`src/rtl/decode_stage_pkg.sv`:
```
// Shared decode types, control-vector constants and immediate extractors for the ID stage.
// Immediates are built at full 64-bit width; 32-bit datapaths keep the low half.
package decode_stage_pkg;

    typedef enum logic [4:0] {
        OPC_LOAD   = 5'h00,
        OPC_OPIMM  = 5'h04,
        OPC_AUIPC  = 5'h05,
        OPC_STORE  = 5'h08,
        OPC_OP     = 5'h0C,
        OPC_LUI    = 5'h0D,
        OPC_BRANCH = 5'h18,
        OPC_JALR   = 5'h19,
        OPC_JAL    = 5'h1B
    } opcode_t;

    typedef enum logic [3:0] {
        ALU_ADD  = 4'b0000,
        ALU_SLL  = 4'b0001,
        ALU_SLT  = 4'b0010,
        ALU_SLTU = 4'b0011,
        ALU_XOR  = 4'b0100,
        ALU_SRL  = 4'b0101,
        ALU_OR   = 4'b0110,
        ALU_AND  = 4'b0111,
        ALU_SUB  = 4'b1000,
        ALU_SRA  = 4'b1101
    } alu_codes_t;

    typedef enum logic [1:0] {
        NON_TYPE         = 2'd0,
        JAL_TYPE         = 2'd1,
        JALR_TYPE        = 2'd2,
        CONDITIONAL_TYPE = 2'd3
    } branch_type_t;

    localparam logic [9:0] CTRL_LUI    = 10'h040;
    localparam logic [9:0] CTRL_AUIPC  = 10'h05E;
    localparam logic [9:0] CTRL_OPIMM  = 10'h04E;
    localparam logic [9:0] CTRL_OP     = 10'h046;
    localparam logic [9:0] CTRL_LOAD   = 10'h06F;
    localparam logic [9:0] CTRL_STORE  = 10'h08E;
    localparam logic [9:0] CTRL_JAL    = 10'h042;
    localparam logic [9:0] CTRL_JALR   = 10'h04A;
    localparam logic [9:0] CTRL_BRANCH = 10'h000;

    typedef struct packed {
        logic [63:0]  pc;
        logic [63:0]  imm;
        logic [9:0]   ctrl;
        alu_codes_t   alu;
        branch_type_t branch_type;
        logic [2:0]   funct3;
        logic [4:0]   rs1;
        logic [4:0]   rs2;
        logic [4:0]   rd;
        logic         illegal;
    } decoded_t;

    function automatic logic [63:0] imm_i(input logic [31:0] instr);
        return {{52{instr[31]}}, instr[31:20]};
    endfunction

    function automatic logic [63:0] imm_s(input logic [31:0] instr);
        return {{52{instr[31]}}, instr[31:25], instr[11:7]};
    endfunction

    function automatic logic [63:0] imm_b(input logic [31:0] instr);
        return {{52{instr[31]}}, instr[7], instr[30:25], instr[11:8], 1'b0};
    endfunction

    function automatic logic [63:0] imm_u(input logic [31:0] instr);
        return {{32{instr[31]}}, instr[31:12], 12'b0};
    endfunction

    function automatic logic [63:0] imm_j(input logic [31:0] instr);
        return {{44{instr[31]}}, instr[19:12], instr[20], instr[30:21], 1'b0};
    endfunction

endpackage

```
`src/rtl/decode_stage_instr_decoder.sv`:
```
// Combinational RV32I/RV64I base decoder: raw instruction + pc to a decoded_t bundle.
module instr_decoder
    import decode_stage_pkg::*;
(
    input  logic [31:0] instr,
    input  logic [63:0] pc,
    output decoded_t    dec
);

    logic [2:0] funct3;
    logic [6:0] funct7;
    logic       illegal;

    assign funct3 = instr[14:12];
    assign funct7 = instr[31:25];

    always_comb begin
        dec             = '0;
        dec.pc          = pc;
        dec.funct3      = funct3;
        dec.rs1         = instr[19:15];
        dec.rs2         = instr[24:20];
        dec.rd          = instr[11:7];
        dec.alu         = ALU_ADD;
        dec.branch_type = NON_TYPE;
        illegal         = (instr[1:0] != 2'b11);

        case (instr[6:2])
            OPC_LUI:   begin dec.ctrl = CTRL_LUI;   dec.imm = imm_u(instr); end
            OPC_AUIPC: begin dec.ctrl = CTRL_AUIPC; dec.imm = imm_u(instr); end
            OPC_LOAD:  begin dec.ctrl = CTRL_LOAD;  dec.imm = imm_i(instr); end
            OPC_STORE: begin dec.ctrl = CTRL_STORE; dec.imm = imm_s(instr); end
            OPC_OPIMM: begin
                dec.ctrl = CTRL_OPIMM;
                dec.imm  = imm_i(instr);
                // only the shift-right pair uses bit 30 to pick arithmetic vs logical
                dec.alu  = alu_codes_t'({(funct3 == 3'b101) ? instr[30] : 1'b0, funct3});
            end
            OPC_OP: begin
                dec.ctrl = CTRL_OP;
                dec.alu  = alu_codes_t'({instr[30], funct3});
                if (!((funct7 == 7'h00) ||
                      ((funct7 == 7'h20) && ((funct3 == 3'b000) || (funct3 == 3'b101)))))
                    illegal = 1'b1;
            end
            OPC_JAL: begin
                dec.ctrl        = CTRL_JAL;
                dec.imm         = imm_j(instr);
                dec.branch_type = JAL_TYPE;
            end
            OPC_JALR: begin
                dec.ctrl        = CTRL_JALR;
                dec.imm         = imm_i(instr);
                dec.branch_type = JALR_TYPE;
            end
            OPC_BRANCH: begin
                dec.ctrl        = CTRL_BRANCH;
                dec.imm         = imm_b(instr);
                dec.branch_type = CONDITIONAL_TYPE;
                case (funct3)
                    3'b000, 3'b001: dec.alu = ALU_SUB;
                    3'b100, 3'b101: dec.alu = ALU_SLT;
                    3'b110, 3'b111: dec.alu = ALU_SLTU;
                    default:        illegal = 1'b1;
                endcase
            end
            default: illegal = 1'b1;
        endcase

        if (illegal) begin
            dec.ctrl        = '0;
            dec.imm         = '0;
            dec.alu         = ALU_ADD;
            dec.branch_type = NON_TYPE;
        end
        dec.illegal = illegal;
    end

endmodule

```
`src/rtl/decode_stage.sv`:
```
// ID stage: instr_decoder feeding an OUT register backed by a one-deep skid register.
// state | meaning
// EMPTY | nothing held, ready to accept
// ONE   | OUT valid, skid empty, ready to accept
// FULL  | OUT and skid valid, not ready
module decode_stage
    import decode_stage_pkg::*;
#(
    parameter int XLEN         = 32,
    parameter bit ILLEGAL_TRAP = 1'b1
) (
    input  logic            clk,
    input  logic            rst,
    input  logic            if_valid_i,
    output logic            if_ready_o,
    input  logic [31:0]     if_instr_i,
    input  logic [XLEN-1:0] if_pc_i,
    input  logic            flush_i,
    input  logic            ex_ready_i,
    output logic            ex_valid_o,
    output logic [XLEN-1:0] ex_pc_o,
    output logic [XLEN-1:0] ex_imm_o,
    output logic [9:0]      ex_ctrl_o,
    output logic [3:0]      ex_alu_op_o,
    output logic [1:0]      ex_branch_type_o,
    output logic [2:0]      ex_funct3_o,
    output logic [4:0]      ex_rs1_o,
    output logic [4:0]      ex_rs2_o,
    output logic [4:0]      ex_rd_o,
    output logic            ex_illegal_o
);

    // bit 0 = OUT valid, bit 1 = skid valid, so handshake outputs come straight off flops
    typedef enum logic [1:0] {
        EMPTY = 2'b00,
        ONE   = 2'b01,
        FULL  = 2'b11
    } occ_t;

    occ_t        state;
    decoded_t    dec, out_q, skid_q;
    logic [63:0] pc_ext;
    logic        load;

    assign pc_ext = 64'(if_pc_i);

    instr_decoder u_instr_decoder (
        .instr (if_instr_i),
        .pc    (pc_ext),
        .dec   (dec)
    );

    assign if_ready_o = ~state[1];
    assign ex_valid_o = state[0];
    // a dropped illegal instruction still completes the fetch handshake
    assign load = if_valid_i & if_ready_o & ~flush_i & (ILLEGAL_TRAP | ~dec.illegal);

    always_ff @(posedge clk or posedge rst) begin
        if (rst) begin
            state  <= EMPTY;
            out_q  <= '0;
            skid_q <= '0;
        end else if (flush_i) begin
            state <= EMPTY;
        end else begin
            case (state)
                EMPTY: if (load) begin
                    out_q <= dec;
                    state <= ONE;
                end
                ONE: begin
                    if (ex_ready_i) begin
                        if (load) out_q <= dec;
                        else      state <= EMPTY;
                    end else if (load) begin
                        skid_q <= dec;
                        state  <= FULL;
                    end
                end
                FULL: if (ex_ready_i) begin
                    out_q <= skid_q;
                    state <= ONE;
                end
                default: state <= EMPTY;
            endcase
        end
    end

    assign ex_pc_o          = out_q.pc[XLEN-1:0];
    assign ex_imm_o         = out_q.imm[XLEN-1:0];
    assign ex_ctrl_o        = out_q.ctrl;
    assign ex_alu_op_o      = out_q.alu;
    assign ex_branch_type_o = out_q.branch_type;
    assign ex_funct3_o      = out_q.funct3;
    assign ex_rs1_o         = out_q.rs1;
    assign ex_rs2_o         = out_q.rs2;
    assign ex_rd_o          = out_q.rd;
    assign ex_illegal_o     = out_q.illegal;

endmodule

```
`config.mk`:
```
export PLATFORM = sky130hd
export DESIGN_NAME = decode_stage
export DESIGN_NICKNAME = d
export VERILOG_FILES = /design/src/rtl/decode_stage_pkg.sv /design/src/rtl/decode_stage_instr_decoder.sv /design/src/rtl/decode_stage.sv
export SDC_FILE = /design/constraint.sdc
export NUM_CORES = 1
export LEC_CHECK = 0
export CAP_MARGIN = 20
export CORE_ASPECT_RATIO = 1.2
export CORE_MARGIN = 5
export CORE_UTILIZATION = 53
export DETAILED_ROUTE_END_ITERATION = 10
export PLACE_DENSITY_LB_ADDON = 0.12
export SKIP_CTS_REPAIR_TIMING = 1
export SYNTH_ARGS = -nofsm -noshare
export SYNTH_HDL_FRONTEND = slang
export SYNTH_SLANG_ARGS = --single-unit
```
`constraint.sdc`:
```
create_clock -name clk -period 9 [get_ports clk]
set_input_delay 1.8 -clock clk [delete_from_list [all_inputs] [get_ports clk]]
set_output_delay 1.8 -clock clk [all_outputs]
set_load 0.1 [all_outputs]
```
## After elaboration in Yosys (flattened, before gate mapping)

Index checks and enable logic that the tools add are counted.

| word-level totals | value |
|---|---|
| flip-flop bits (word level) | 296 |
| bits of input ports | 69 |
| output and inout port bits | 101 |
| logic and storage cells | 88 |

| cells by class | value |
|---|---|
| eq/ne operators | 23 |
| multiplexer cells | 21 |
| bitwise operators | 5 |
| reductions and logical operators | 18 |

Operators with widths:

| operator | number |
|---|---|
| 2-to-1 mux 163 bit | 3 |
| case mux 163 bit (3 select lines) | 1 |
| case mux 64 bit (5 select lines) | 1 |
| 2-to-1 mux 80 bit | 1 |
| case mux 8 bit (8 select lines) | 1 |
| case mux 4 bit (3 select lines) | 2 |
| == test 5 x 4 -> 1 bit (second input constant) | 3 |
| == test 5 bit (second input constant) | 3 |
| == test 3 bit (second input constant) | 4 |
| 2-to-1 mux 2 bit | 6 |
| case mux 2 bit (3 select lines) | 2 |
| AND reduction 4 bit | 3 |
| == test 5 x 3 -> 1 bit (second input constant) | 2 |
| inequality test 4 bit (second input constant) | 2 |
| OR reduction 2 bit | 4 |
| == test 7 x 6 -> 1 bit (second input constant) | 1 |
| logical NOT 7 bit | 1 |
| OR reduction 7 bit | 1 |
| inequality test 2 bit (second input constant) | 3 |
| inequality test 3 bit (second input constant) | 2 |
| OR reduction 6 bit | 1 |
| logical NOT 5 bit | 1 |
| == test 3 x 1 -> 1 bit (second input constant) | 1 |
| logical NOT 3 bit | 1 |
| 11 further kinds | 17 |

## Longest topological paths before layout

Gate-level depths: netlist (run 1).

| logic depth | value |
|---|---|
| depth after elaboration | 10 |
| depth in mapped cells | 9 |
| depth with buffers taken out | 7 |

## Hierarchy

Synthesis (run 1) repeated with hierarchy kept, for this count alone.

| second synthesis, totals | value |
|---|---|
| cells, all modules | 939 |
| area total of the unflattened synthesis | 10243.6 sq um |

By module, submodules not included:

| module | times used | cells an instance | area each (sq um) | sequential area each (sq um) |
|---|---|---|---|---|
| decode_stage | 1 | 665 | 8379.3 | 5004.8 |
| instr_decoder | 1 | 274 | 1864.3 | 0.0 |

## Least setup slack after synthesis (run 1)

OpenSTA, ideal clock, no wires.

| timing path | value |
|---|---|
| path kind | input to register |
| start | input if_instr_i[27] |
| end | register out_q (netlist bit ex_branch_type_o[0]) |
| library setup time | 0.078 ns |
| arrival | 3.326 ns |
| data required time | 8.922 ns |
| path slack | 5.596 ns |
| stages on the path | 6 |
| buffers on the path | 0 |
| cells stage by stage | or4_4 > nor3_4 > nand3_2 > and2_4 > or4_1 > a21oi_1 |

| on the way | value |
|---|---|
| cells in the longest elaborated chain, start to end | 9 |
| elaborated cells between the ends (all ways) | 10 |
| classes of those cells | eq/ne: 1; mux: 6; reduce/logical: 3 |

RTL lines:

| item | RTL line | RTL |
|---|---|---|
| from (decl) | decode_stage.sv:16 | `input logic [31:0] if_instr_i,` |
| == test 7 x 6 -> 1 bit | decode_stage_instr_decoder.sv:43 | `((funct7 == 7'h20) && ((funct3 == 3'b000) \|\| (funct3 == 3'b101)))))` |
| logical AND 1 bit | decode_stage_instr_decoder.sv:43 |  |
| logical OR 1 bit * | decode_stage_instr_decoder.sv:42 | `if (!((funct7 == 7'h00) \|\|` |
| 2-to-1 mux 1 bit * | decode_stage_instr_decoder.sv:42 |  |
| case mux 1 bit (3 select lines) * | decode_stage_instr_decoder.sv:28 | `case (instr[6:2])` |
| 2-to-1 mux 80 bit * | decode_stage_instr_decoder.sv:70 | `if (illegal) begin` |
| 2-to-1 mux 163 bit * | decode_stage.sv:67, decode_stage.sv:73 |  |
| 2-to-1 mux 163 bit | decode_stage.sv:72 | `if (ex_ready_i) begin` |
| case mux 163 bit (3 select lines) * | decode_stage.sv:66 | `case (state)` |
| to (signal assigned) | decode_stage.sv:81 | `out_q <= skid_q;` |
| to (decl) | decode_stage.sv:41 | `decoded_t dec, out_q, skid_q;` |

Mark *: on every way between the ends. The rest lies on a longest branch, timed or not. The select of a mux whose other input is x is not followed.
A chain may end at the register's enable or synchronous reset.

## Worst setup path after layout (run 1)

| timing path | value |
|---|---|
| start | input ex_ready_i |
| end | register state[0] |

| on the way | value |
|---|---|
| cells in the longest elaborated chain, start to end | 3 |
| elaborated cells between the ends (all ways) | 7 |
| classes of those cells | eq/ne: 3; mux: 3; reduce/logical: 1 |

RTL lines:

| item | RTL line | RTL |
|---|---|---|
| from (decl) | decode_stage.sv:19 | `input logic ex_ready_i,` |
| 2-to-1 mux 2 bit | decode_stage.sv:72 |  |
| case mux 2 bit (3 select lines) | decode_stage.sv:66 |  |
| 2-to-1 mux 2 bit | decode_stage.sv:63 | `end else if (flush_i) begin` |
| to (signal assigned) | decode_stage.sv:64 | `state <= EMPTY;` |
| to (signal assigned) | decode_stage.sv:69 | `state <= ONE;` |
| to (signal assigned) | decode_stage.sv:74 | `else state <= EMPTY;` |
| to (decl) | decode_stage.sv:40 | `occ_t state;` |

Several ways; a longest one is shown, not always the timed one.

==> results of run 1 <==
-- how the worst max path moves through the flow --
stage	from	to	slack, ns	depth (start not counted)
finish	ex_ready_i	state[0]	4.71	6
global route	ex_ready_i	state[0]	4.53	6
CTS	if_instr_i[2]	ex_imm_o[22]	4.70	6
detailed placement	if_instr_i[2]	ex_imm_o[22]	4.28	6
global placement	if_instr_i[2]	ex_imm_o[21]	4.40	6
floorplan	rst	ex_alu_op_o[0]	1.92	1
-- power groups by stage --
stage	Sequential, W	Combinational (W)	Clock (W)
6_report	0.00127	0.00176	0.000724
5_1_grt	0.00130	0.00185	0.000773
4_1_cts	0.00127	0.00177	0.000738
3_5_place_dp	0.00129	0.00177	0
3_3_place_gp	0.00127	0.00175	0
2_1_floorplan	0.00223	0.000372	0
-- sequential cells by signal, summed over array words and instances, names as in the netlist, 2 cells and up --
signal            flops
skid_q               96
ex_ctrl_o             7
ex_alu_op_o           4
ex_branch_type_o      2
ex_rs1_o              5
ex_funct3_o           3
ex_imm_o             31
ex_rd_o               5
state                 2
ex_rs2_o              5
ex_pc_o              32
-- worst max-delay path: stages --
cell and delay, ns:
clkdlybuf4s50_1 0.71, nand2b_1 0.25, or3_4 0.42, buf_4 0.90, nor3_1 0.14, a211o_1 0.27
-- area by class of cell --
type,instances,share of cell area (%)
multi-input combinational,687,34.20
inverter,10,0.3969
clock buffer,21,4.234
clock inverter,8,0.7056
timing repair buffer,176,15.30
sequential,194,42.78
tap,216,2.381
-- per-stage QoR --
stage | power [W] | std cells | hold WS, ns | util (%) | setup slack, ns
after floorplan | 0.002605 | 969 | 0.4395 | - | 1.916
after global placement | 0.003023 | 1282 | 0.4555 | 63.74 | 4.398
after detailed placement | 0.003052 | 1282 | 0.4590 | 63.74 | 4.280
after CTS | 0.003777 | 1311 | 0.4753 | 67.06 | 4.701
after global routing | 0.003920 | 1312 | 0.4893 | 67.09 | 4.532
final | 0.003751 | 1312 | 0.4729 | 67.09 | 4.713
-- cell families (layout without fill, tap and decap cells) --
kind of cell	after synthesis	count (layout)	share of synthesized area [%]
adder cells (fa/ha/maj)	4	4	0.5495
flip-flops	194	194	53.30
buffers and inverters	88	215	4.492
other	1	2	0.04117
AND/OR/NAND/NOR	389	389	18.55
AO/OA/AOI/OAI	239	239	17.28
multiplexers	50	50	5.495
XOR/XNOR	3	3	0.2886
-- layer usage --
metal,vias to the layer above,wire length (um)
met5,-,0
met4,0,388
met3,33,1242
met2,228,10990
met1,3574,10370
li1,3565,-
-- placed cells by master, fill, tap and decap left out, drive strengths merged, types with 4 or more instances in the layout --
master,n
o31ai,52
nand3,12
or3,8
nor2b,5
a31oi,4
clkdlybuf4s50,167
nor2,27
a221oi,4
dfrtp,194
buf,8
o21ai,70
mux2i,50
a22oi,6
o22a,10
clkbuf,22
and3,19
inv,11
ha,4
and2,4
and4,6
nand2b,5
o41ai,4
nand2,284
a21oi,70
nor3,10
==> flow_metrics.tcl, run 1 <==
set metrics [dict create \
    worst_pin_slew_ns 1.115 \
    met2_usage_pct 37.58 \
    core-area_um2 16920 \
    whs_endpoint "skid_q[0]" \
    r2r_cells 8 \
    switching_share_pct 48.52 \
    met1_usage_pct 32.29 \
    hold_violations 0 \
    final_antenna_net_count 0 \
    power.density_nw_per_um2 330.6 \
    clkPwrFrac_pct 19.3 \
    path_clk_slew_ns 0.07 \
    final_area_um2 11350 \
    synthCells 968 \
    synth_top_area_share_pct 53.30 \
    routed_via_density 5.640 \
    grt_max_degree 141 \
    netlist_top_cells_count "nand2_1 (283), dfrtp_1 (194), a21oi_1 (70), o21ai_0 (70), clkbuf_1 (53)" \
    grt_pass1_wl_um 37160 \
    grt_pass1_vias 7121 \
    slew_headroom_pct 25.70 \
    ys_warn_count 0 \
    rsz0062_at_grt "false" \
    gp_congestion 0.9193 \
    synth-seq-cells 194 \
    num_vias 7400 \
    clockBufferDepth 2 \
    grt.met3_usage_pct 4.164 \
    min_from "skid_q[0]" \
    ios 170 \
    yosysUniqueCellTypes 54 \
    grt_use_total_pct 23.21 \
    post_drt_wl_per_cell_um 17.52 \
    multi_input_area_um2 3881 \
    die_area_um2 19920 \
    area.sequential_um2 4855 \
    final.setup.tns_ns 0 \
    antenna_cells 0 \
    drt_iter0_drc 536 \
    drive_above_1_share_pct 6.569 \
    synthArstFlopShare_pct 100.0 \
    nNetsFinal 1159 \
    top_usage_layer "met2" \
    seq_power_share_pct 33.8 \
    cts_tree "built" \
    r2r_start "state[0]" \
    yosys_most_used_dff "dfrtp_1" \
    area_growth_pct 24.61 \
    vdd_drop_max_mv 0.1795 \
    cp-end-kind "register" \
    critPathMaxFanout 97 \
    overflow 0 \
    clkLatencyLatePin_ns 0.42 \
    synth_edf_count 0 \
    cts_inserted_buffers 17 \
    skew_ns 0.005615 \
    yosysSeqAreaShare_pct 53.30 \
    chipWidth_um 129.7 \
    yosysTopAreaCell "dfrtp_1" \
    internal_power_w 0.001931 \
    status "finished clean" \
    route.detailed.drc 0 \
    synth_most_common_cell "nand2_1" \
    setup_viol 0 \
    cp.required_ns 9.32 \
    hold_class "reg -> reg" \
    die_h_um 153.6 \
    cellLeakagePower_nw 4.966 \
    cap_violations 0 \
    worstSetupPathType "in -> reg" \
    ff2ff_setup_slack_ns 5.55 \
    avgSynthCellArea_um2 9.409 \
    start_util_pct 53.84 \
    fmax_ghz 0.2333 \
    final.period_utilization_pct 47.63 \
    grt_antenna_before_repair 0 \
    drt-total-wl_um 22990 \
    finalWorstPathRequiredPeriod_ns 4.287 \
    dp_hpwl_um 14830 \
    firstDrtPassIters 5 \
    htree_levels 4 \
    crit_path_start_kind "input pin" \
    switchingPower_w 0.001820 \
    rr_endpoint "ex_ctrl_o[5]" \
    portBuffers 167 \
    cts_root_buffer "clkbuf_16" \
    hold_depth 2 \
    cts.sinks 194 \
    fillers 1391 \
    slew_viol_final 0 \
    synthesis.area_um2 9107 \
    synthTopCellsByArea "dfrtp_1 (53%), nand2_1 (12%), mux2i_1 (5.5%)" \
    num_rows 52 \
    place_area_um2 10780 \
    pwr-share-comb_pct 46.9 \
    cp.arrival_ns 4.60 \
]
Power figures use the tool's default switching activity.
==> run 2, diff against run 1 <==
Clock period 9 ns to 4.04 ns, I/O delays scaled along.
==> flow_metrics.tcl, run 2 (synthesis results as in run 1) <==
set metrics [dict create \
    htree_levels 4 \
    cellLeakagePower_nw 5.033 \
    fmax_ghz 0.3270 \
    power.density_nw_per_um2 731.5 \
    path_clk_slew_ns 0.07 \
    cts.sinks 194 \
    start_util_pct 53.84 \
    critPathBufInv 1 \
    r2r_cells 7 \
    crit_chain "clkdlybuf4s50_1, nor2_1, nand2_1, a32oi_1, nand2_1, nand2_2, o31ai_1" \
    worst_pin_slew_ns 1.122 \
    layout_commonest_cell "nand2_1" \
    slowest_stage "clkdlybuf4s50_1" \
    fin_total_pwr_w 0.008399 \
    routed_via_density 5.651 \
    drt_iter0_drc 571 \
    firstDrtPassIters 5 \
    vdd_drop_max_mv 0.3513 \
    nNetsFinal 1167 \
    timing.hold.ws_ns 0.4706 \
    cp-end-kind "register" \
    cts_root_buffer "clkbuf_16" \
    cap_violations 0 \
    slew_headroom_pct 25.18 \
    cts_tree "built" \
    die_area_um2 19920 \
    cpMostUsedCell "nand2_1" \
    worstSetupPathType "in -> reg" \
    final.setup.tns_ns 0 \
    grt_pass1_wl_um 37580 \
    core-area_um2 16920 \
    crit_path_start_kind "input pin" \
    hold_class "reg -> reg" \
    grt_max_degree 195 \
    slew_viol_final 0 \
    grt_use_total_pct 23.48 \
    grt_pass1_vias 7242 \
    clkLatencyLatePin_ns 0.43 \
    setup_viol 0 \
    place_area_um2 10890 \
    area_growth_pct 26.08 \
    die_h_um 153.6 \
    skew_ns 0.009255 \
    cp_num_cells 7 \
    num_vias 7470 \
    regMostFlops "skid_q" \
    drt-total-wl_um 23060 \
    grt_antenna_before_repair 0 \
    portBuffers 167 \
    status "finished clean" \
    final_cell_mix "nand2_1 (283), dfrtp_1 (194), clkdlybuf4s50_1 (167), a21oi_1 (70), o21ai_0 (69)" \
    chipWidth_um 129.7 \
    critPathMaxStageDelay_ns 0.62 \
    fillers 1416 \
    antenna_cells 0 \
    ios 170 \
    gp_congestion 0.8877 \
    final_area_um2 11480 \
    final_antenna_net_count 0 \
    hold_violations 0 \
    cts_inserted_buffers 17 \
    drive_above_1_share_pct 7.414 \
    clockBufferDepth 2 \
    largest_reg_flops 96 \
    final.period_utilization_pct 75.69 \
    critPathMaxFanout 19 \
    rsz0062_at_grt "false" \
    overflow 0 \
    num_rows 52 \
    path_delay_family "simple AND/OR/NAND/NOR gates" \
    cp.required_ns 4.34 \
    hold_depth 2 \
    route.detailed.drc 0 \
    dp_hpwl_um 14990 \
    post_drt_wl_per_cell_um 17.45 \
    cp.arrival_ns 3.36 \
    finalWorstPathRequiredPeriod_ns 3.058 \
]
run 2: changes by cell type in the layout (fill, tap and decap cells not counted):
cell        before  now
buf_12           0    4
buf_4            8   12
clkbuf_8         4    1
clkinv_4         1    3
inv_6            1    3
buf_16           0    1
clkbuf_2         1    0
clkinvlp_4       3    4
run 2: final cells by class:
class,count,area [um^2],share of cell area [%]
sequential,194,4855,42.28
multi-input combinational,687,3881,33.80
timing repair buffer,184,1869,16.28
clock buffer,18,439.2,3.825
tap,216,270.3,2.354
clock inverter,13,126.4,1.101
inverter,10,41.29,0.3596
run 2: path summary, 6_finish.rpt:
path | slack [ns] | endpoint | from
setup / recovery | 0.98 | ex_imm_o[21] | if_instr_i[2]
max in group asynchronous | 2.19 | skid_q[27] | rst
hold reg to reg | 0.47 | skid_q[0] | skid_q[0]
hold / removal | 0.47 | skid_q[0] | skid_q[0]
setup reg to reg | 1.51 | ex_branch_type_o[1] | state[1]
min in group asynchronous | 0.95 | ex_pc_o[10] | rst
run 2: worst min-delay path: stages (launching register included):
cell	delay, ns
dfrtp_1	0.34
nand2_1	0.05
nand2_1	0.05
run 2: layer usage:
| layer | global-route usage [%] | wire [um] | vias to the layer above |
|---|---|---|---|
| met1 | 32.40 | 10260 | 3619 |
| met5 | 0 | 0 | - |
| met2 | 37.68 | 11140 | 228 |
| li1 | - | - | 3594 |
| met4 | 7.525 | 424 | 0 |
| met3 | 4.268 | 1247 | 29 |
run 2: power breakdown:
| group | internal, W | switching, W |
|---|---|---|
| Sequential | 0.00250 | 0.000314 |
| Clock | 0.000873 | 0.000757 |
| Combinational | 0.000915 | 0.00304 |
| Total | 0.00429 | 0.00411 |
run 2: per-stage QoR:
| stage | worst slack (ns) | utilization (%) | cells |
|---|---|---|---|
| 2_1_floorplan | 0.7276 | - | 969 |
| 3_3_place_gp | 0.7423 | 64.37 | 1290 |
| 3_5_place_dp | 0.6039 | 64.37 | 1290 |
| 4_1_cts | 1.030 | 67.71 | 1321 |
| 5_1_grt | 0.8269 | 67.88 | 1322 |
| 6_report | 0.9820 | 67.88 | 1322 |
